## config.mk

```make
export PLATFORM = sky130hd
export DESIGN_NAME = store_byte_merge
export DESIGN_NICKNAME = d
export VERILOG_FILES = /design/src/rtl/store_byte_merge_pkg.sv /design/src/rtl/store_byte_merge_byte_lane_merge.sv /design/src/rtl/store_byte_merge.sv
export SDC_FILE = /design/constraint.sdc
export NUM_CORES = 1
export LEC_CHECK = 0
export CORE_MARGIN = 2
export CORE_UTILIZATION = 28
export DETAILED_ROUTE_END_ITERATION = 7
export DONT_BUFFER_PORTS = 1
export HOLD_SLACK_MARGIN = 0.03
export PLACE_DENSITY = 0.43
export SYNTH_ARGS = -nofsm -noshare
export SYNTH_HDL_FRONTEND = slang
export SYNTH_SLANG_ARGS = --single-unit
```

## constraint.sdc

```tcl
create_clock -name clk -period 4.2 [get_ports clk]
set_input_delay 0.21 -clock clk [delete_from_list [all_inputs] [get_ports clk]]
set_output_delay 0.21 -clock clk [all_outputs]
set_load 0.01 [all_outputs]
```

## src/rtl/store_byte_merge_pkg.sv

```systemverilog
// store_byte_merge_pkg: shared size encoding, FSM states and word geometry for store_byte_merge
package store_byte_merge_pkg;
  localparam int WORD_BYTES = 4;
  typedef enum logic [1:0] {
    SZ_BYTE = 2'b00,
    SZ_HALF = 2'b01,
    SZ_WORD = 2'b10
  } size_e;
  typedef enum logic [2:0] {
    IDLE  = 3'd0,
    RD    = 3'd1,
    RWAIT = 3'd2,
    WR    = 3'd3,
    WWAIT = 3'd4
  } state_e;
endpackage

```

## src/rtl/store_byte_merge_byte_lane_merge.sv

```systemverilog
// byte_lane_merge: inserts a byte or halfword into a little-endian 32-bit word
module byte_lane_merge
  import store_byte_merge_pkg::*;
(
  input  logic [8*WORD_BYTES-1:0] oldWord,
  input  logic [31:0]             data,
  input  size_e                   size,
  input  logic [1:0]              lane,
  output logic [8*WORD_BYTES-1:0] merged
);
  always_comb begin
    merged = oldWord;
    if (size == SZ_BYTE) merged[{lane, 3'b000} +: 8] = data[7:0];
    else if (size == SZ_HALF) merged[{lane[1], 4'b0000} +: 16] = data[15:0];
    else merged = data;
  end
endmodule

```

## src/rtl/store_byte_merge.sv

```systemverilog
// store_byte_merge: read-modify-write sub-word store engine; define STORE_HALF_EN to enable halfword stores
module store_byte_merge
  import store_byte_merge_pkg::*;
#(
  parameter int ADDR_W  = 32,
  parameter int TIMEOUT = 255
) (
  input  logic              clk,
  input  logic              rst_n,
  input  logic              req_valid,
  output logic              req_ready,
  input  logic [ADDR_W-1:0] req_addr,
  input  logic [31:0]       req_wdata,
  input  logic [1:0]        req_size,
  output logic              done,
  output logic              err,
  output logic [ADDR_W-1:0] mem_addr,
  output logic              mem_rd_en,
  input  logic [31:0]       mem_rdata,
  input  logic              mem_rvalid,
  output logic              mem_wr_en,
  output logic [31:0]       mem_wdata,
  input  logic              mem_wack
);
`ifdef STORE_HALF_EN
  localparam bit HALF_EN = 1'b1;
`else
  localparam bit HALF_EN = 1'b0;
`endif
  localparam int CW = $clog2(TIMEOUT + 1);
  state_e            state;
  size_e             sizeQ;
  logic              readyQ;
  logic [ADDR_W-1:0] addrQ;
  logic [31:0]       dataQ, wordQ, merged;
  logic [CW-1:0]     cnt;
  logic              bad, timeUp;
  assign bad = req_size == 2'b11 || (req_size == SZ_WORD && req_addr[1:0] != 2'b00) ||
               (req_size == SZ_HALF && (!HALF_EN || req_addr[0]));
  assign timeUp    = cnt == CW'(TIMEOUT - 1);
  assign req_ready = readyQ && state == IDLE;
  assign mem_rd_en = state == RD;
  assign mem_wr_en = state == WR;
  assign mem_addr  = {addrQ[ADDR_W-1:2], 2'b00};
  assign mem_wdata = wordQ;
  byte_lane_merge u_merge (
    .oldWord(mem_rdata),
    .data   (dataQ),
    .size   (sizeQ),
    .lane   (addrQ[1:0]),
    .merged (merged)
  );
  // Every wait state is entered from RD or WR, so the counter is already zero on entry.
  always_ff @(posedge clk or negedge rst_n) begin
    if (!rst_n) begin
      state  <= IDLE;
      sizeQ  <= SZ_BYTE;
      readyQ <= 1'b0;
      addrQ  <= '0;
      dataQ  <= '0;
      wordQ  <= '0;
      cnt    <= '0;
      done   <= 1'b0;
      err    <= 1'b0;
    end else begin
      readyQ <= 1'b1;
      done   <= 1'b0;
      err    <= 1'b0;
      cnt    <= (state == RWAIT || state == WWAIT) ? cnt + 1'b1 : '0;
      case (state)
        IDLE: if (req_valid && req_ready) begin
          addrQ <= req_addr;
          dataQ <= req_wdata;
          sizeQ <= size_e'(req_size);
          wordQ <= req_wdata;
          if (bad) err <= 1'b1;
          else state <= (req_size == SZ_WORD) ? WR : RD;
        end
        RD: state <= RWAIT;
        RWAIT: if (mem_rvalid) begin
          wordQ <= merged;
          state <= WR;
        end else if (timeUp) begin
          err   <= 1'b1;
          state <= IDLE;
        end
        WR: state <= WWAIT;
        WWAIT: if (mem_wack) begin
          done  <= 1'b1;
          state <= IDLE;
        end else if (timeUp) begin
          err   <= 1'b1;
          state <= IDLE;
        end
        default: state <= IDLE;
      endcase
    end
  end
endmodule

```

**Word level (Yosys, flattened, before mapping)**

Index checks and enable logic that the tools add are counted.

- Bits in registers: 112
- Output and inout bits: 69
- Word-level logic and storage cells: 64

- Add/subtract/negate cells: 3
- Reductions and logical operators: 13
- Mux-type cells: 23
- Equal/unequal tests: 12
- Shifts and indexed selects: 4

Operators with widths:

| operator | count |
|---|---|
| two-way mux 32 bit | 4 |
| bitwise mux 32 bit | 2 |
| one-hot mux 32 bit (2 select lines) | 1 |
| variable shift 16 x 7 -> 32 bit, first input constant | 1 |
| variable shift 8 x 7 -> 32 bit, first input constant | 1 |
| variable part select 16 x 7 -> 32 bit | 1 |
| variable part select 8 x 7 -> 32 bit | 1 |
| two-way mux 3 bit | 5 |
| one-hot mux 3 bit (5 select lines) | 1 |
| negator 5 -> 7 bit | 2 |
| adder 8 x 1 -> 8 bit, second input constant | 1 |
| equality test 8 bit, second input constant | 1 |
| two-way mux 8 bit | 1 |
| two-way mux 1 bit | 7 |
| equality test 3 x 2 -> 1 bit, second input constant | 2 |
| equality test 2 x 1 -> 1 bit, second input constant | 2 |
| equality test 2 bit, second input constant | 2 |
| inequality test 2 bit, second input constant | 2 |
| AND reduction 2 bit | 2 |
| nonzero test 2 bit | 2 |
| equality test 3 x 1 -> 1 bit, second input constant | 1 |
| equality test 3 bit, second input constant | 1 |
| logical AND 1 bit | 3 |
| zero test 3 bit | 1 |
| 6 further kinds | 8 |

**Depth between registers and ports, before layout**

- Depth after elaboration: 7
- Depth in mapped cells: 8
- Mapped depth without buffers: 6

**Hierarchy**

A second synthesis with hierarchy kept.

- Cell total of the unflattened synthesis: 498
- Area total of the unflattened synthesis: 6286.0 um^2

By module, submodules not included:

| module | times used | area an instance (um^2) | seq. area each (um^2) | cells each |
|---|---|---|---|---|
| store_byte_merge | 1 | 5173.7 | 2802.7 | 345 |
| byte_lane_merge | 1 | 1112.3 | 0.0 | 153 |

**Worst setup path after synthesis**

OpenSTA, ideal clock, no wires.

- Path type: register -> register
- Start point: reg addrQ[1]
- End point: reg wordQ[6] (netlist: mem_wdata[6])
- Cell stages (with the launch flop): 9
- Library setup time: 0.077 ns
- Arrival time: 2.161 ns
- Required time: 4.123 ns
- Path slack: 1.962 ns
- Path through: dfrtp_1 buf_2 inv_1 ha_1 nor4bb_1 clkbuf_2 a221oi_1 or4_1 a21oi_1

- Cells in the longest elaborated chain, start to end: 7

Ends and longest elaborated chain:

| what | RTL line | text |
|---|---|---|
| from (decl) | store_byte_merge.sv:34 | `logic [ADDR_W-1:0] addrQ;` |
| from (signal assigned) | store_byte_merge.sv:72 | `addrQ <= req_addr;` |
| negator 5 -> 7 bit | store_byte_merge_byte_lane_merge.sv:14 | `else if (size == SZ_HALF) merged[{lane[1], 4'b0000} +: 16] = data[15:0];` |
| variable part select 16 x 7 -> 32 bit / variable shift 16 x 7 -> 32 bit (equally long branches) | store_byte_merge_byte_lane_merge.sv:14 |  |
| bitwise mux 32 bit | store_byte_merge_byte_lane_merge.sv:14 |  |
| two-way mux 32 bit | store_byte_merge_byte_lane_merge.sv:14 |  |
| two-way mux 32 bit (*) | store_byte_merge_byte_lane_merge.sv:13 | `if (size == SZ_BYTE) merged[{lane, 3'b000} +: 8] = data[7:0];` |
| two-way mux 32 bit (*) | store_byte_merge.sv:80 | `RWAIT: if (mem_rvalid) begin` |
| one-hot mux 32 bit (2 select lines) (*) | store_byte_merge.sv:70 | `case (state)` |
| to (signal assigned) | store_byte_merge.sv:75 | `wordQ <= req_wdata;` |
| to (signal assigned) | store_byte_merge.sv:81 | `wordQ <= merged;` |
| to (decl) | store_byte_merge.sv:35 | `logic [31:0] dataQ, wordQ, merged;` |

Mark *: on every way between the ends. The rest lies on a longest branch, timed or not. The select of a mux whose other input is x is not followed.
A chain may end at the register's enable or synchronous reset.

**Worst setup path after layout**

- Start point: reg addrQ[0]
- End point: reg wordQ[6] (netlist: mem_wdata[6])

- Cells in the longest elaborated chain, start to end: 6

Ends and longest elaborated chain:

| what | RTL line |
|---|---|
| negator 5 -> 7 bit (*) | store_byte_merge_byte_lane_merge.sv:13 |
| variable part select 8 x 7 -> 32 bit / variable shift 8 x 7 -> 32 bit (equally long branches) | store_byte_merge_byte_lane_merge.sv:13 |
| bitwise mux 32 bit (*) | store_byte_merge_byte_lane_merge.sv:13 |
| two-way mux 32 bit (*) | store_byte_merge_byte_lane_merge.sv:13 |
| two-way mux 32 bit (*) | store_byte_merge.sv:80 |
| one-hot mux 32 bit (2 select lines) (*) | store_byte_merge.sv:70 |

Marked as above.

==> impl_metrics.toml <==
[placement]
port_buffers = 0
place_ws_ns = 1.17
gp_congestion = 0.841
post-dp-hpwl_um = 12900
dpl.cell_count = 894

[hold_path]
hp-class = "input pin to register"
hold_start = "req_wdata[30]"
hold_path_depth = 2
hold_end = "mem_wdata[30]"

[worst_setup_path]
end_kind = "register"
rr_worst_depth = 6
rr_startpoint = "addrQ[0]"
r2r_end = "mem_wdata[6]"
critPathKind = "register to register"
start_kind = "register"
regToRegSetupSlack_ns = 1.48
cp-startpoint = "addrQ[0]"
required_ns = 4.48
critPathArrivalTime_ns = 3.00
worstPathMaxFanout = 8

[global_route]
antenna_found_initial = 0
grt_pass1_vias = 5200
grt_start_max_net_pins = 113
grt_pass1_wl_um = 30400
grt_usage_pct = 17.9
overflow = 0

[floorplanning]
dieArea_mm2 = 0.0225
io_pins = 172
start_util_pct = 28.5
fp.dieW_um = 150
placementRows = 53
core_area_mm2 = 0.0210
fp.dieH_um = 150

[pwr]
leakage_nw = 3.05
power_density_mw_per_mm2 = 745
vdd_drop_max_uv = 285
p_total_mw = 5.15

[finish]
n_antenna_cell = 0
final_cells = 979
final_cell_mix = "221 x nand2_1, 112 x dfrtp_1, 68 x dlygate4sd3_1"
nets = 809
syn2layout_area_growth_pct = 15.7
drive_gt1_share_pct = 4.40
mostFrequentLayoutCell = "nand2_1"

[detailed_routing]
wl_per_cell_um = 20.0
drt-initial-drc-count = 256
vias = 5047
vias_per_cell = 5.16
dr.pass1.iters = 5
routed_wl_um = 19600
drc_errors = 0
ant_nets = 0

[synth]
netlist_instances = 698
synthFlopType = "dfrtp_1"
synth_edf_count = 0
ys_warn_count = 0
synth_seq_cells = 112
async_flop_share_pct = 100
synth_cell_type_count = 52
ys_seq_area_share_pct = 47.0
avgSynthCellArea_um2 = 8.55
synth_area_mm2 = 0.00597

[sta]
worst_slew_pin_slew_ns = 0.913
fmax_mhz = 368
setup_viol = 0
setup_tns_ns = 0
min_period_over_period_pct = 64.7
hold_violations = 0
maxSlewViolCount = 0
slew_headroom_pct = 38.3
fin_ws_ns = 1.48
rsz0062_at_grt = "false"
min_period_ns = 2.72
clock-skew-final_ns = 0.00744

[clock_network]
cts.clk_slew.worst_paths_ns = 0.08
post_cts_buffers = 0
clockBufferDepth = 2
ctsResizeCount = 0
root_buffer = "clkbuf_16"
cts_inserted_buffers = 9
insertion_delay_ns = 0.36
cts_sinks = 112
cts_tree = "built"
cts_max_level = 3

[run]
cap_violations = 0

[run_status]
outcome = "completed"
-- cell usage after synthesis (2+ instances only) --
| cell type | count | share of area, % |
|---|---|---|
| mux2i_1 | 15 | 2.5 |
| dfrtp_1 | 112 | 47 |
| o211ai_1 | 13 | 1.6 |
| a21oi_1 | 36 | 3.0 |
| buf_4 | 32 | 4.0 |
| buf_2 | 18 | 1.5 |
| o21ai_0 | 25 | 2.1 |
| o21ai_1 | 26 | 2.2 |
| nand2b_1 | 4 | 0.42 |
| conb_1 | 2 | 0.13 |
| nand2_1 | 221 | 14 |
| buf_1 | 10 | 0.63 |
| nor3_1 | 3 | 0.25 |
| nor4bb_1 | 2 | 0.34 |
| a211oi_1 | 4 | 0.50 |
| nor2_1 | 32 | 2.0 |
| ha_1 | 7 | 1.5 |
| a22oi_1 | 2 | 0.25 |
| o32ai_1 | 16 | 2.3 |
| and3_1 | 3 | 0.31 |
| xnor2_1 | 2 | 0.29 |
| or3_1 | 16 | 1.7 |
| a221o_1 | 2 | 0.34 |
| xor2_1 | 4 | 0.59 |
| inv_1 | 10 | 0.63 |
| and4_1 | 2 | 0.29 |
| nand3_1 | 3 | 0.25 |
| clkbuf_1 | 24 | 1.5 |
| a221oi_1 | 29 | 4.3 |
-- final cells by class --
| cell class | instances | area [µm²] |
|---|---|---|
| Clock buffer | 9 | 225 |
| Clock inverter | 7 | 70.1 |
| Fill cell | 2224 | 14000 |
| Inverter | 10 | 37.5 |
| Multi-Input combinational cell | 491 | 2670 |
| Sequential cell | 112 | 2800 |
| Tap cell | 275 | 344 |
| Timing Repair Buffer | 75 | 753 |
-- sequential cells by signal, indices dropped and copies added, names as in the netlist, 2 cells and up --
| register | count |
|---|---|
| state | 3 |
| cnt | 8 |
| addrQ | 32 |
| sizeQ | 2 |
| mem_wdata | 32 |
| dataQ | 32 |
-- routing by layer --
metal	global-route usage, %	vias to the layer above	routed length [µm]	share of wire [%]
li1	-	2368	-	-
met1	22.3	2458	7960	41
met2	28.7	193	9280	47
met3	5.79	28	1870	9.6
met4	6.89	0	489	2.5
met5	0	-	0	0
-- stage by stage --
stage	hold WS [ns]	util, %	area, µm²
global route	0.0476	33.0	6910
floorplan	-0.0856	-	5970
finish	0.0493	33.0	6910
global placement	-0.0799	28.1	5900
CTS	0.0350	32.9	6900
detailed placement	-0.0804	28.1	5900
-- worst max path at each step --
stage	end	slack, ns	cells past startpoint
after floorplan	mem_wdata[6]	1.96	8
after global placement	mem_wdata[6]	1.37	6
after detailed placement	mem_wdata[6]	1.17	6
after CTS	mem_wdata[6]	1.16	6
after global routing	mem_wdata[6]	1.32	6
final	mem_wdata[6]	1.48	6
-- worst max-delay path: stages, from the launching register on --
cell and delay (ns):
dfrtp_1 0.45, inv_1 0.14, ha_1 0.37, nor4bb_2 0.83, a221oi_1 0.17, or4_1 0.54
a21oi_1 0.13
-- timing repair --
action,CTS,global route
hold buffers,69,0
setup endpoints to repair,0,0
hold endpoints to repair,179,0
-- report_power, final --
| group | switching (mW) | leakage [nW] | internal, mW |
|---|---|---|---|
| Sequential | 0.667 | 1.39 | 1.55 |
| Clock | 0.420 | 0.146 | 0.464 |
| Combinational | 1.27 | 1.51 | 0.781 |
-- logic make-up after synthesis --
group / Yosys count / synth area share (%)
AND/OR/NAND/NOR: 299 / 21.6
other: 2 / 0.126
buffers and inverters: 96 / 8.57
adder cells (fa/ha/maj): 7 / 1.47
AO/OA/AOI/OAI: 161 / 17.9
flip-flops: 112 / 47.0
multiplexers: 15 / 2.52
XOR/XNOR: 6 / 0.880
(Power assumes the default switching activity.)
